`src/rtl/seq_pattern_tx_if.sv`:
```
// seq_pattern_tx_if: request handshake and serial output bundle of the
// pattern transmitter. The requester drives the master side and the
// transmitter drives the slave side.
interface seq_pattern_tx_if #(
  parameter int PAT_W = 4,
  parameter int CNT_W = 4,
  parameter int GAP_W = 4
);
  logic             start_valid;
  logic             start_ready;
  logic [PAT_W-1:0] pattern;
  logic [CNT_W-1:0] repeat_cnt;
  logic [GAP_W-1:0] gap_len;
  logic             out;
  logic             out_valid;
  logic             busy;
  logic             done;

  modport master (
    output start_valid, pattern, repeat_cnt, gap_len,
    input  start_ready, out, out_valid, busy, done
  );

  modport slave (
    input  start_valid, pattern, repeat_cnt, gap_len,
    output start_ready, out, out_valid, busy, done
  );
endinterface

```
`src/rtl/seq_pattern_tx.sv`:
```
// seq_pattern_tx: serial pattern transmitter. A pattern accepted over the
// valid/ready request is shifted out MSB-first, one bit per clock, a
// programmable number of times with a programmable idle gap between
// repetitions. Every output is a register, so the bit shown on out is
// prepared one edge ahead of the cycle in which it appears.
module seq_pattern_tx #(
  parameter int PAT_W = 4,
  parameter int CNT_W = 4,
  parameter int GAP_W = 4
) (
  input logic             clk,
  input logic             rst,
  seq_pattern_tx_if.slave txIf
);

  localparam int               BCW      = $clog2(PAT_W) + 1;
  localparam logic [BCW-1:0]   LAST_BIT = BCW'(PAT_W - 1);
  localparam logic [BCW-1:0]   BIT_ONE  = BCW'(1);
  localparam logic [CNT_W-1:0] ONE_REP  = CNT_W'(1);
  localparam logic [GAP_W-1:0] GAP_ONE  = GAP_W'(1);

  // SEND means out currently carries a pattern bit; GAP means an idle
  // cycle between repetitions is currently on the line.
  typedef enum logic [1:0] {
    IDLE = 2'd0,
    SEND = 2'd1,
    GAP  = 2'd2
  } state_e;

  state_e           state_q,      state_d;
  logic [PAT_W-1:0] shift_q,      shift_d;
  logic [PAT_W-1:0] pat_q,        pat_d;
  logic [GAP_W-1:0] gapLen_q,     gapLen_d;
  logic [GAP_W-1:0] gapCnt_q,     gapCnt_d;
  logic [CNT_W-1:0] repLeft_q,    repLeft_d;
  logic [BCW-1:0]   bitCnt_q,     bitCnt_d;
  logic             out_q,        out_d;
  logic             outValid_q,   outValid_d;
  logic             busy_q,       busy_d;
  logic             done_q,       done_d;
  logic             startReady_q, startReady_d;

  // shift_q keeps the bit on the line at its MSB; bitCnt_q is the index of
  // that bit within the current repetition; repLeft_q counts repetitions
  // still owed, including the one in flight.
  always_comb begin
    state_d      = state_q;
    shift_d      = shift_q;
    pat_d        = pat_q;
    gapLen_d     = gapLen_q;
    gapCnt_d     = gapCnt_q;
    repLeft_d    = repLeft_q;
    bitCnt_d     = bitCnt_q;
    out_d        = out_q;
    outValid_d   = outValid_q;
    busy_d       = busy_q;
    done_d       = 1'b0;
    startReady_d = startReady_q;

    unique case (state_q)
      IDLE: begin
        if (txIf.start_valid && startReady_q) begin
          pat_d        = txIf.pattern;
          gapLen_d     = txIf.gap_len;
          repLeft_d    = (txIf.repeat_cnt == '0) ? ONE_REP : txIf.repeat_cnt;
          shift_d      = txIf.pattern;
          bitCnt_d     = '0;
          gapCnt_d     = '0;
          out_d        = txIf.pattern[PAT_W-1];
          outValid_d   = 1'b1;
          busy_d       = 1'b1;
          startReady_d = 1'b0;
          state_d      = SEND;
        end
      end

      SEND: begin
        if (bitCnt_q == LAST_BIT) begin
          if (repLeft_q > ONE_REP) begin
            repLeft_d = repLeft_q - ONE_REP;
            bitCnt_d  = '0;
            if (gapLen_q != '0) begin
              gapCnt_d   = gapLen_q;
              out_d      = 1'b0;
              outValid_d = 1'b0;
              state_d    = GAP;
            end else begin
              shift_d    = pat_q;
              out_d      = pat_q[PAT_W-1];
              outValid_d = 1'b1;
            end
          end else begin
            repLeft_d    = '0;
            bitCnt_d     = '0;
            shift_d      = '0;
            out_d        = 1'b0;
            outValid_d   = 1'b0;
            busy_d       = 1'b0;
            done_d       = 1'b1;
            startReady_d = 1'b1;
            state_d      = IDLE;
          end
        end else begin
          shift_d  = shift_q << 1;
          bitCnt_d = bitCnt_q + BIT_ONE;
          out_d    = shift_q[PAT_W-2];
        end
      end

      GAP: begin
        if (gapCnt_q <= GAP_ONE) begin
          gapCnt_d   = '0;
          shift_d    = pat_q;
          bitCnt_d   = '0;
          out_d      = pat_q[PAT_W-1];
          outValid_d = 1'b1;
          state_d    = SEND;
        end else begin
          gapCnt_d = gapCnt_q - GAP_ONE;
        end
      end

      default: begin
        state_d = IDLE;
      end
    endcase
  end

  // State and output registers; reset drops any stream in flight at once.
  always_ff @(posedge clk or posedge rst) begin
    if (rst) begin
      state_q      <= IDLE;
      shift_q      <= '0;
      pat_q        <= '0;
      gapLen_q     <= '0;
      gapCnt_q     <= '0;
      repLeft_q    <= '0;
      bitCnt_q     <= '0;
      out_q        <= 1'b0;
      outValid_q   <= 1'b0;
      busy_q       <= 1'b0;
      done_q       <= 1'b0;
      startReady_q <= 1'b1;
    end else begin
      state_q      <= state_d;
      shift_q      <= shift_d;
      pat_q        <= pat_d;
      gapLen_q     <= gapLen_d;
      gapCnt_q     <= gapCnt_d;
      repLeft_q    <= repLeft_d;
      bitCnt_q     <= bitCnt_d;
      out_q        <= out_d;
      outValid_q   <= outValid_d;
      busy_q       <= busy_d;
      done_q       <= done_d;
      startReady_q <= startReady_d;
    end
  end

  assign txIf.start_ready = startReady_q;
  assign txIf.out         = out_q;
  assign txIf.out_valid   = outValid_q;
  assign txIf.busy        = busy_q;
  assign txIf.done        = done_q;

endmodule

```
`src/flat_wrapper.sv`:
```
// flat-port wrapper written by rule: the top's interface ports become plain ports
module seq_pattern_tx_flat 
#(
  parameter int PAT_W = 4,
  parameter int CNT_W = 4,
  parameter int GAP_W = 4
)
  (clk, rst, txIf_start_valid, txIf_pattern, txIf_repeat_cnt, txIf_gap_len, txIf_start_ready, txIf_out, txIf_out_valid, txIf_busy, txIf_done);
  seq_pattern_tx_if #(.PAT_W(PAT_W), .CNT_W(CNT_W), .GAP_W(GAP_W)) txIf_i ();
  input logic clk;
  input logic rst;
  input wire logic [$bits(txIf_i.start_valid)-1:0] txIf_start_valid;
  input wire logic [$bits(txIf_i.pattern)-1:0] txIf_pattern;
  input wire logic [$bits(txIf_i.repeat_cnt)-1:0] txIf_repeat_cnt;
  input wire logic [$bits(txIf_i.gap_len)-1:0] txIf_gap_len;
  output wire logic [$bits(txIf_i.start_ready)-1:0] txIf_start_ready;
  output wire logic [$bits(txIf_i.out)-1:0] txIf_out;
  output wire logic [$bits(txIf_i.out_valid)-1:0] txIf_out_valid;
  output wire logic [$bits(txIf_i.busy)-1:0] txIf_busy;
  output wire logic [$bits(txIf_i.done)-1:0] txIf_done;
  assign txIf_i.start_valid = txIf_start_valid;
  assign txIf_i.pattern = txIf_pattern;
  assign txIf_i.repeat_cnt = txIf_repeat_cnt;
  assign txIf_i.gap_len = txIf_gap_len;
  assign txIf_start_ready = txIf_i.start_ready;
  assign txIf_out = txIf_i.out;
  assign txIf_out_valid = txIf_i.out_valid;
  assign txIf_busy = txIf_i.busy;
  assign txIf_done = txIf_i.done;
  seq_pattern_tx #(.PAT_W(PAT_W), .CNT_W(CNT_W), .GAP_W(GAP_W)) u_core (.clk(clk), .rst(rst), .txIf(txIf_i));
endmodule
```
`config.mk`:
```
export PLATFORM = sky130hd
export DESIGN_NAME = seq_pattern_tx_flat
export DESIGN_NICKNAME = d
export VERILOG_FILES = /design/src/rtl/seq_pattern_tx_if.sv /design/src/rtl/seq_pattern_tx.sv /design/src/flat_wrapper.sv
export SDC_FILE = /design/constraint.sdc
export NUM_CORES = 1
export LEC_CHECK = 0
export ABC_CLOCK_PERIOD_IN_PS = 4940
export CAP_MARGIN = 20
export CORE_MARGIN = 8
export CORE_UTILIZATION = 45
export CTS_BUF_LIST = sky130_fd_sc_hd__clkbuf_4 sky130_fd_sc_hd__clkbuf_8
export DETAILED_ROUTE_END_ITERATION = 7
export DONT_BUFFER_PORTS = 1
export PLACE_DENSITY = 0.59
export SLEW_MARGIN = 20
export SYNTH_ARGS = -nofsm -noshare
export SYNTH_HDL_FRONTEND = slang
export SYNTH_SLANG_ARGS = --single-unit
```
`constraint.sdc`:
```
create_clock -name clk -period 4.94 [get_ports clk]
set_input_delay 0.988 -clock clk [delete_from_list [all_inputs] [get_ports clk]]
set_output_delay 0.988 -clock clk [all_outputs]
set_load 0.01 [all_outputs]
```
==> flow_summary_export.csv, run 1 <==
group,metric,value,unit
setup_path,critPathArrivalTime,2.43,ns
grt,grt_max_degree,30,
setup_path,cp_cell_sequence,"inv_1 > ha_1 > nand3b_1 > a21oi_1 > a21o_1 > mux2_4",
timing,finClkSkew,0.0157,ns
drt,via_count,1185,
grt,antenna_found_initial,0,
power_and_ir_drop,p_total,1.21,mW
synth,ys_warn_count,0,
timing,setup_viol,0,
floorplanning,core_area,3390,um2
setup_path,start_kind,"flop",
synth,synthDominantCellAreaShare,0.435,
layout,final_common_cell,"dfrtp_1",
timing,finalSetupTns,0,ns
timing,rsz0062_at_grt,"false",
placement,place.gp.congestion,0.892,
synth,syn-num-nets,190,
floorplanning,io_pins,20,
setup_path,worstReg2RegEnd,"u_core.shift_q[1]",
setup_path,path_buf_inv,1,
timing,finalCritPeriodShare,0.449,
hold_path,holdPathStages,1,
synth,synth-seq-area-share,0.452,
drt,first_iter_violations,117,
cts,holdBufCountCts,0,
cts,root_buffer,"clkbuf_4",
layout,drive_gt1_frac,0.117,
synth,avgSynthCellArea,9.69,um2
drt,via_per_inst,5.46,
hold_path,min-delay-start,"u_core.bitCnt_q[0]",
setup_path,startpoint,"u_core.state_q[1]",
cts,clk_pin_slew,0.10,ns
setup_path,slowest_stage,"ha_1",
grt,overflow,0,
drt,drt-total-wl,3240,um
synth,synth.area.top_cells,"dfrtp_1 44%, ha_1 7.0%, nand2_1 4.4%",
layout,diodes,0,
setup_path,crit_required,5.15,ns
layout,area_delta_synth_final,6.77,%
timing,fin_crit,2.22,ns
cts,cts_max_level,2,
cts,cts_resized,0,
synth,syn-cell-area,1610,um2
drt,firstDrtPassIters,4,
cts,tritoncts,"done",
setup_path,crit_family,"compound AO/OA/AOI/OAI gates",
setup_path,end_kind,"flop",
synth,synth_top_cell_by_area,"dfrtp_1",
grt,grt_util_all_layers,0.132,
synth,yosysUniqueCellTypes,41,
grt,grt_pass1_wl,5650,um
synth,synth_ff_type,"dfrtp_1",
grt,grt_pass1_vias,1256,
setup_path,r2r_cells,6,
layout,nFillCells,318,
cts,insertion_delay,0.33,ns
cts,cts.sinks,29,
synth,ys_ff_latch,29,
layout,final_cell_mix,"28 x dfrtp_1, 19 x nand2_1, 16 x nor2_1",
setup_path,rrSetupSlack,2.72,ns
power_and_ir_drop,power.density,703,nW/um2
floorplanning,dieHeight,75.8,um
synth,synth_edf_count,0,
power_and_ir_drop,leakagePower,0.784,nW
setup_path,slowest_delay,0.45,ns
timing,drv_slew,0,
layout,layout.nets,194,
synth,netlist_instances,166,
setup_path,r2r_start,"u_core.state_q[1]",
flow_run,cap_viol_max_count,0,
floorplanning,die_w,75.8,um
hold_path,holdPathEnd,"u_core.bitCnt_q[0]",
drt,drtAntennaViolNets,0,
timing,timing.fmax,451,MHz
setup_path,crit_cells,6,
placement,hpwl,2420,um
timing,tightest_slew,0.593,ns
outcome,status,"complete, no violations",
timing,hold_viol_final,0,
cts,numCtsBuffers,5,
synth,async_flop_share,1.00,
floorplanning,std_cell_rows,21,
drt,drc_errors,0,
placement,io_buffers,0,
cts,post_cts_buffers,0,
hold_path,hp-class,"reg -> reg",
cts,clock_path_buffers,2,
floorplanning,die-area,5740,um2
setup_path,path_class,"reg -> reg",
timing,maxSlewHeadroom,0.604,
floorplanning,start_util,0.475,
drt,wl_per_cell,14.9,um
power_and_ir_drop,vdd_ir_drop_max,0.000318,V
setup_path,critPathMaxFanout,15,
-- worst register-to-register path, stage by stage, from the launching register on --
cell	delay (ns)
dfrtp_1	0.43
inv_1	0.10
ha_1	0.45
nand3b_1	0.16
a21oi_1	0.37
a21o_1	0.29
mux2_4	0.32
-- area by class of cell --
type	count	area, um2	share of cell area
sequential	29	727	0.423
clock inverter	1	5.00	0.00291
tap	46	57.6	0.0335
clock buffer	7	65.1	0.0379
inverter	11	41.3	0.0240
multi-input combinational	123	822	0.479
-- stage by stage --
stage	setup slack (ns)	utilization	instances	hold slack (ns)	area [um2]
2_1_floorplan	2.91	-	166	0.450	1610
3_3_place_gp	2.79	0.486	209	0.471	1650
5_1_grt	2.57	0.507	217	0.529	1720
3_5_place_dp	2.76	0.486	209	0.475	1650
4_1_cts	2.75	0.507	217	0.489	1720
6_report	2.72	0.507	217	0.485	1720
-- how the worst max path moves through the flow --
stage                            endpoint  slack, ns
floorplan           u_core.txIf.out_valid       2.91
global placement      u_core.repLeft_q[0]       2.79
detailed placement    u_core.repLeft_q[0]       2.76
CTS                     u_core.shift_q[2]       2.75
global route            u_core.shift_q[1]       2.57
finish                  u_core.shift_q[1]       2.72
-- flip-flops by register name, summed over array words and instances (netlist names), 2 cells and up --
register / flops
u_core.repLeft_q: 4
u_core.bitCnt_q: 3
u_core.shift_q: 3
u_core.gapLen_q: 4
u_core.pat_q: 4
u_core.gapCnt_q: 4
u_core.state_q: 2
-- layer usage --
metal | wire length [um] | global-route usage
met5 | 0 | 0
met4 | 29 | 0.0682
met3 | 231 | 0.0645
met2 | 1500 | 0.196
met1 | 1490 | 0.155
-- Yosys cell counts (2+ instances only) --
cell type / count
nand3_1: 2
a31oi_1: 2
nor2b_1: 4
o21ai_1: 11
or2_1: 3
mux2_4: 3
nand2b_1: 2
mux2_1: 4
a21o_1: 3
o21ai_0: 6
mux2_2: 4
nand2_1: 19
dfrtp_1: 28
nor3_1: 6
ha_1: 9
a21oi_1: 8
clkbuf_1: 2
o31ai_1: 2
nor2_1: 16
inv_1: 11
-- report_power, final --
part           switching, mW  internal (mW)  total [mW]
Clock                 0.0849         0.0824       0.167
Combinational          0.345          0.274       0.619
Sequential            0.0872          0.333       0.421
Total                  0.518          0.689        1.21
-- logic make-up (layout without fill, tap and decap cells) --
| kind of cell | after synthesis | in the layout | synth area share |
|---|---|---|---|
| AND/OR/NAND/NOR | 57 | 57 | 0.167 |
| adder cells (fa/ha/maj) | 9 | 9 | 0.0700 |
| buffers and inverters | 14 | 19 | 0.0373 |
| flip-flops | 29 | 29 | 0.452 |
| AO/OA/AOI/OAI | 45 | 45 | 0.184 |
| multiplexers | 12 | 12 | 0.0902 |
Power figures use the tool's default switching activity.
==> run 2: changes to the inputs <==
--- a/config.mk
+++ b/config.mk
@@ -5,14 +5,14 @@
 export SDC_FILE = /design/constraint.sdc
 export NUM_CORES = 1
 export LEC_CHECK = 0
-export ABC_CLOCK_PERIOD_IN_PS = 4940
+export ABC_CLOCK_PERIOD_IN_PS = 2040
 export CAP_MARGIN = 20
 export CORE_MARGIN = 8
 export CORE_UTILIZATION = 45
 export CTS_BUF_LIST = sky130_fd_sc_hd__clkbuf_4 sky130_fd_sc_hd__clkbuf_8
 export DETAILED_ROUTE_END_ITERATION = 7
 export DONT_BUFFER_PORTS = 1
-export PLACE_DENSITY = 0.59
+export PLACE_DENSITY = 0.61
 export SLEW_MARGIN = 20
 export SYNTH_ARGS = -nofsm -noshare
 export SYNTH_HDL_FRONTEND = slang
==> constraint.sdc (replaced) <==
create_clock -name clk -period 2.04 [get_ports clk]
set_input_delay 0.408 -clock clk [delete_from_list [all_inputs] [get_ports clk]]
set_output_delay 0.408 -clock clk [all_outputs]
set_load 0.01 [all_outputs]
==> run 2 against run 1 <==
Compared with the run above: combinational power grew to 2.7 times the previous value; flip-flop and latch count stayed put; routed wire length grew 10%; register-to-register slack lost 2.6 ns; final area grew 4.5%; maximum frequency grew 14%; first-iteration DRC count is the same; global-route usage up 0.66 points; via count increased by 5.8%; sequential power rose by 140%; clock skew fell by 0.0057 ns; power rose to 2.5 times the previous value; largest cell class unchanged.
==> flow_summary_export.csv, run 2 (synthesis gave the netlist of run 1 again) <==
group,metric,value,unit
floorplanning,start_util,0.475,
drt,drtAntennaViolNets,0,
timing,finClkSkew,0.0100,ns
grt,grt_max_degree,30,
cts,root_buffer,"clkbuf_4",
timing,setup_viol,0,
grt,grtUsageMet3,0.0408,
drt,drc_errors,0,
cts,cts.sinks,29,
cts,clk_pin_slew,0.10,ns
setup_path,slowest_delay,0.43,ns
placement,hpwl,2570,um
floorplanning,core_area,3390,um2
layout,fin_cells,229,
cts,cts_max_level,2,
timing,finalCritPeriodShare,0.950,
floorplanning,io_pins,20,
grt,use_met2,0.211,
flow_run,cap_viol_max_count,0,
setup_path,critPathArrivalTime,2.17,ns
placement,dp.cells,216,
placement,place_ws,0.0926,ns
grt,overflow,0,
grt,grt_busiest_layer,"met2",
cts,clock_path_buffers,2,
grt,grt_pass1_wl,5910,um
setup_path,crit_required,2.27,ns
floorplanning,dieHeight,75.8,um
floorplanning,die_w,75.8,um
layout,diodes,0,
timing,fin_crit,1.94,ns
drt,firstDrtPassIters,4,
drt,drt-total-wl,3570,um
layout,final_cell_mix,"28 x dfrtp_1, 19 x nand2_1, 16 x nor2_1",
setup_path,worstReg2RegEnd,"u_core.shift_q[0]",
floorplanning,std_cell_rows,21,
setup_path,slowest_stage,"dfrtp_1",
setup_path,r2r_start,"u_core.gapCnt_q[0]",
timing,hold_viol_final,0,
hold_path,hp-class,"in -> async",
timing,finalSetupTns,0,ns
floorplanning,die-area,5740,um2
drt,via_count,1254,
timing,timing.fmax,516,MHz
cts,numCtsBuffers,5,
placement,place.gp.congestion,0.931,
setup_path,cp_cell_sequence,"inv_1 > ha_1 > nor2_1 > o31ai_4 > buf_4 > nand2_1 > a21o_1 > mux2_4",
power_and_ir_drop,power.density,1700,nW/um2
layout,layout.nets,206,
drt,first_iter_violations,117,
grt,antenna_found_initial,0,
setup_path,critPathMaxFanout,5,
setup_path,path_class,"reg -> reg",
timing,rsz0062_at_grt,"false",
cts,insertion_delay,0.35,ns
drt,wl_per_cell,15.6,um
timing,drv_slew,0,
placement,io_buffers,0,
grt,grt_pass1_vias,1209,
power_and_ir_drop,vdd_ir_drop_max,0.000758,V
setup_path,start_kind,"flop",
grt,use_met1,0.172,
setup_path,r2r_cells,8,
layout,nFillCells,310,
timing,tightest_slew,0.365,ns
grt,grt_util_all_layers,0.139,
setup_path,end_kind,"flop",
layout,drive_gt1_frac,0.175,
drt,via_per_inst,5.48,
timing,worst_slack,0.102,ns
layout,final_common_cell,"dfrtp_1",
cts,tritoncts,"done",
setup_path,rrSetupSlack,0.10,ns
timing,maxSlewHeadroom,0.757,
power_and_ir_drop,leakagePower,0.840,nW
layout,area_delta_synth_final,11.6,%
outcome,status,"complete, no violations",
run 2: cell types whose count changed in the layout (fill, tap and decap cells not counted), sizes merged:
cell / change
buf: +12
clkbuf: -1
clkinv: +1
run 2: power by group:
part / switching [mW] / internal (mW) / total, mW
Clock: 0.208 / 0.144 / 0.352
Sequential: 0.210 / 0.808 / 1.02
Combinational: 0.897 / 0.792 / 1.69
Total: 1.32 / 1.74 / 3.06
run 2: area by class of cell:
class                           instances  area (um2)  area share
Tap cell                               46        57.6      0.0321
Timing Repair Buffer                   12        90.1      0.0502
Clock buffer                            6        45.0      0.0251
Sequential cell                        29         727       0.405
Clock inverter                          2        10.0     0.00557
Multi-Input combinational cell        123         825       0.459
Inverter                               11        41.3      0.0230
run 2: timing repair:
item,CTS,global route
setup endpoints to repair,0,4
resized for setup,0,1
hold buffers,0,0
setup buffers,0,5
run 2: worst max path at each step:
stage,start,to,slack (ns),depth (start not counted)
final,u_core.gapCnt_q[0],u_core.shift_q[0],0.10,8
after global placement,u_core.gapCnt_q[0],u_core.txIf.out_valid,0.15,7
after floorplan,u_core.repLeft_q[0],u_core.shift_q[0],0.21,6
after detailed placement,u_core.gapCnt_q[0],u_core.txIf.out_valid,0.09,7
after CTS,u_core.gapCnt_q[0],u_core.txIf.out_valid,0.08,7
after global routing,u_core.gapCnt_q[0],u_core.shift_q[0],0.02,8
run 2: per-layer routing:
metal  up-vias  part of all wire  wire length, um
li1        612                 -                -
met3         6             0.056              201
met5         -                 0                0
met1       601              0.46             1650
met4         0             0.017               61
met2        35              0.46             1660
run 2: critical path, delay by kind of cell, from the launching register on:
family / cells / cell delay [ns]
AND/OR/NAND/NOR: 2 / 0.16
adder cells (fa/ha/maj): 1 / 0.18
multiplexers: 1 / 0.31
buffers and inverters: 2 / 0.27
flip-flops: 1 / 0.43
AO/OA/AOI/OAI: 2 / 0.49
run 2: per-stage QoR:
step / power, mW / util / instance area (um2) / hold slack, ns
after floorplan: 2.23 / - / 1610 / 0.450
after global placement: 2.58 / 0.502 / 1700 / 0.388
after detailed placement: 2.61 / 0.502 / 1700 / 0.393
after CTS: 2.98 / 0.518 / 1760 / 0.0230
after global routing: 3.31 / 0.530 / 1800 / 0.0367
final: 3.06 / 0.530 / 1800 / 0.00619
==> run 3: changes to the inputs <==
--- a/config.mk
+++ b/config.mk
@@ -7,7 +7,7 @@
 export LEC_CHECK = 0
 export ABC_CLOCK_PERIOD_IN_PS = 2040
 export CAP_MARGIN = 20
-export CORE_MARGIN = 8
+export CORE_ASPECT_RATIO = 0.6
 export CORE_UTILIZATION = 45
 export CTS_BUF_LIST = sky130_fd_sc_hd__clkbuf_4 sky130_fd_sc_hd__clkbuf_8
 export DETAILED_ROUTE_END_ITERATION = 7
==> run 3 against run 2 <==
Compared with the run above: sequential power barely moved; highest routed layer unchanged; register-to-register slack barely moved; hold slack improved by 0.079 ns.
==> flow_summary_export.csv, run 3 (synthesis gave the netlist of run 1 again) <==
group,metric,value,unit
floorplanning,dieHeight,48.3,um
setup_path,critPathArrivalTime,2.13,ns
placement,placed_cell_area,1700,um2
floorplanning,io_pins,20,
timing,setup_viol,0,
layout,final_common_cell,"dfrtp_1",
cts,cts.sinks,29,
cts,holdBufCountCts,0,
layout,diodes,0,
floorplanning,core_area,3320,um2
grt,grt_pass1_wl,5780,um
power_and_ir_drop,p_sw,1.32,mW
grt,grt_util_all_layers,0.202,
timing,finClkSkew,0.00606,ns
timing,maxSlewHeadroom,0.751,
timing,drv_slew,0,
setup_path,rrSetupSlack,0.11,ns
drt,drc_errors,0,
cts,numCtsBuffers,5,
floorplanning,die_w,79.2,um
placement,place_ws,0.129,ns
hold_path,hp-class,"in -> async",
cts,tritoncts,"done",
setup_path,start_kind,"flop",
flow_run,cap_viol_max_count,0,
cts,insertion_delay,0.28,ns
layout,final_util,0.544,
power_and_ir_drop,p_int,1.86,mW
power_and_ir_drop,vdd_ir_drop_max,0.000930,V
layout,area_delta_synth_final,12.3,%
placement,hpwl,2520,um
timing,hold_viol_final,0,
drt,wl_per_cell,15.4,um
timing,tightest_slew,0.373,ns
layout,final_cell_mix,"28 x dfrtp_1, 19 x nand2_1, 16 x nor2_1",
power_and_ir_drop,p_clk_frac,0.155,
floorplanning,std_cell_rows,16,
setup_path,r2r_start,"u_core.state_q[0]",
drt,via_count,1232,
floorplanning,die-area,3830,um2
layout,drive_gt1_frac,0.156,
timing,hold_ws,0.0857,ns
power_and_ir_drop,power_frac_seq,0.321,
power_and_ir_drop,power_frac_comb,0.524,
layout,nFillCells,300,
cts,clk_pin_slew,0.06,ns
setup_path,critPathMaxFanout,6,
grt,grt_pass1_vias,1154,
timing,finalCritPeriodShare,0.947,
drt,drt-total-wl,3440,um
drt,via_per_inst,5.50,
setup_path,crit_required,2.24,ns
power_and_ir_drop,switching_share,0.416,
cts,clock_path_buffers,2,
floorplanning,start_util,0.484,
grt,grt_max_degree,30,
timing,rsz0062_at_grt,"false",
timing,fin_crit,1.93,ns
setup_path,startpoint,"u_core.state_q[0]",
timing,timing.fmax,518,MHz
drt,firstDrtPassIters,4,
timing,finalSetupTns,0,ns
power_and_ir_drop,leakagePower,0.839,nW
setup_path,end_kind,"flop",
setup_path,path_class,"reg -> reg",
layout,layout.nets,203,
power_and_ir_drop,power.density,1760,nW/um2
layout,fin_area,1810,um2
cts,root_buffer,"clkbuf_8",
drt,first_iter_violations,76,
outcome,status,"complete, no violations",
cts,cts_max_level,2,
grt,overflow,0,
timing,worst_slack,0.109,ns
drt,drtAntennaViolNets,0,
placement,io_buffers,0,
placement,place.gp.congestion,0.881,
grt,antenna_found_initial,0,
run 3: final cells by class:
| cell class | count | area, um2 | area share |
|---|---|---|---|
| inverter | 11 | 41.3 | 0.0229 |
| clock buffer | 7 | 90.1 | 0.0499 |
| multi-input combinational | 123 | 825 | 0.456 |
| tap | 45 | 56.3 | 0.0312 |
| timing repair buffer | 9 | 67.6 | 0.0374 |
| sequential | 29 | 727 | 0.402 |
run 3: power groups by stage:
stage	combinational [mW]	sequential (mW)	clock, mW
after floorplan	1.25	0.973	0
after global placement	1.57	1.02	0
after detailed placement	1.60	1.02	0
after CTS	1.61	1.02	0.505
after global routing	1.85	1.06	0.538
final	1.67	1.02	0.492
run 3: critical path: stages (launching register included):
cell      delay (ns)
dfrtp_1         0.38
inv_1           0.09
ha_1            0.24
a21boi_1        0.16
a21o_1          0.22
a211o_2         0.37
or2_1           0.25
o21ai_1         0.15
run 3: path summary, 6_finish.rpt:
check,to,depth (start not counted)
worst min-delay path,u_core.bitCnt_q[1],2
worst max register to register,u_core.gapCnt_q[3],7
worst max-delay path,u_core.gapCnt_q[3],7
worst min register to register,u_core.bitCnt_q[0],1
max in group asynchronous,u_core.txIf.start_ready,2
min in group clk,u_core.pat_q[2],1
run 3: per-stage QoR:
stage	total power [mW]	instances
after CTS	3.13	222
after global routing	3.45	224
after global placement	2.59	215
after floorplan	2.23	166
final	3.18	224
after detailed placement	2.62	215
run 3: timing repair:
item | CTS | global route
resized for setup | 0 | 1
endpoints found under the setup margin | 0 | 2
buffers inserted | 0 | 2
run 3: layer usage:
metal  routed length, um  track usage  share of wire
met1                1810        0.315           0.53
met2                1380        0.253           0.40
met3                 237       0.0849          0.069
met4                  18       0.0455         0.0052
met5                   0            0              0
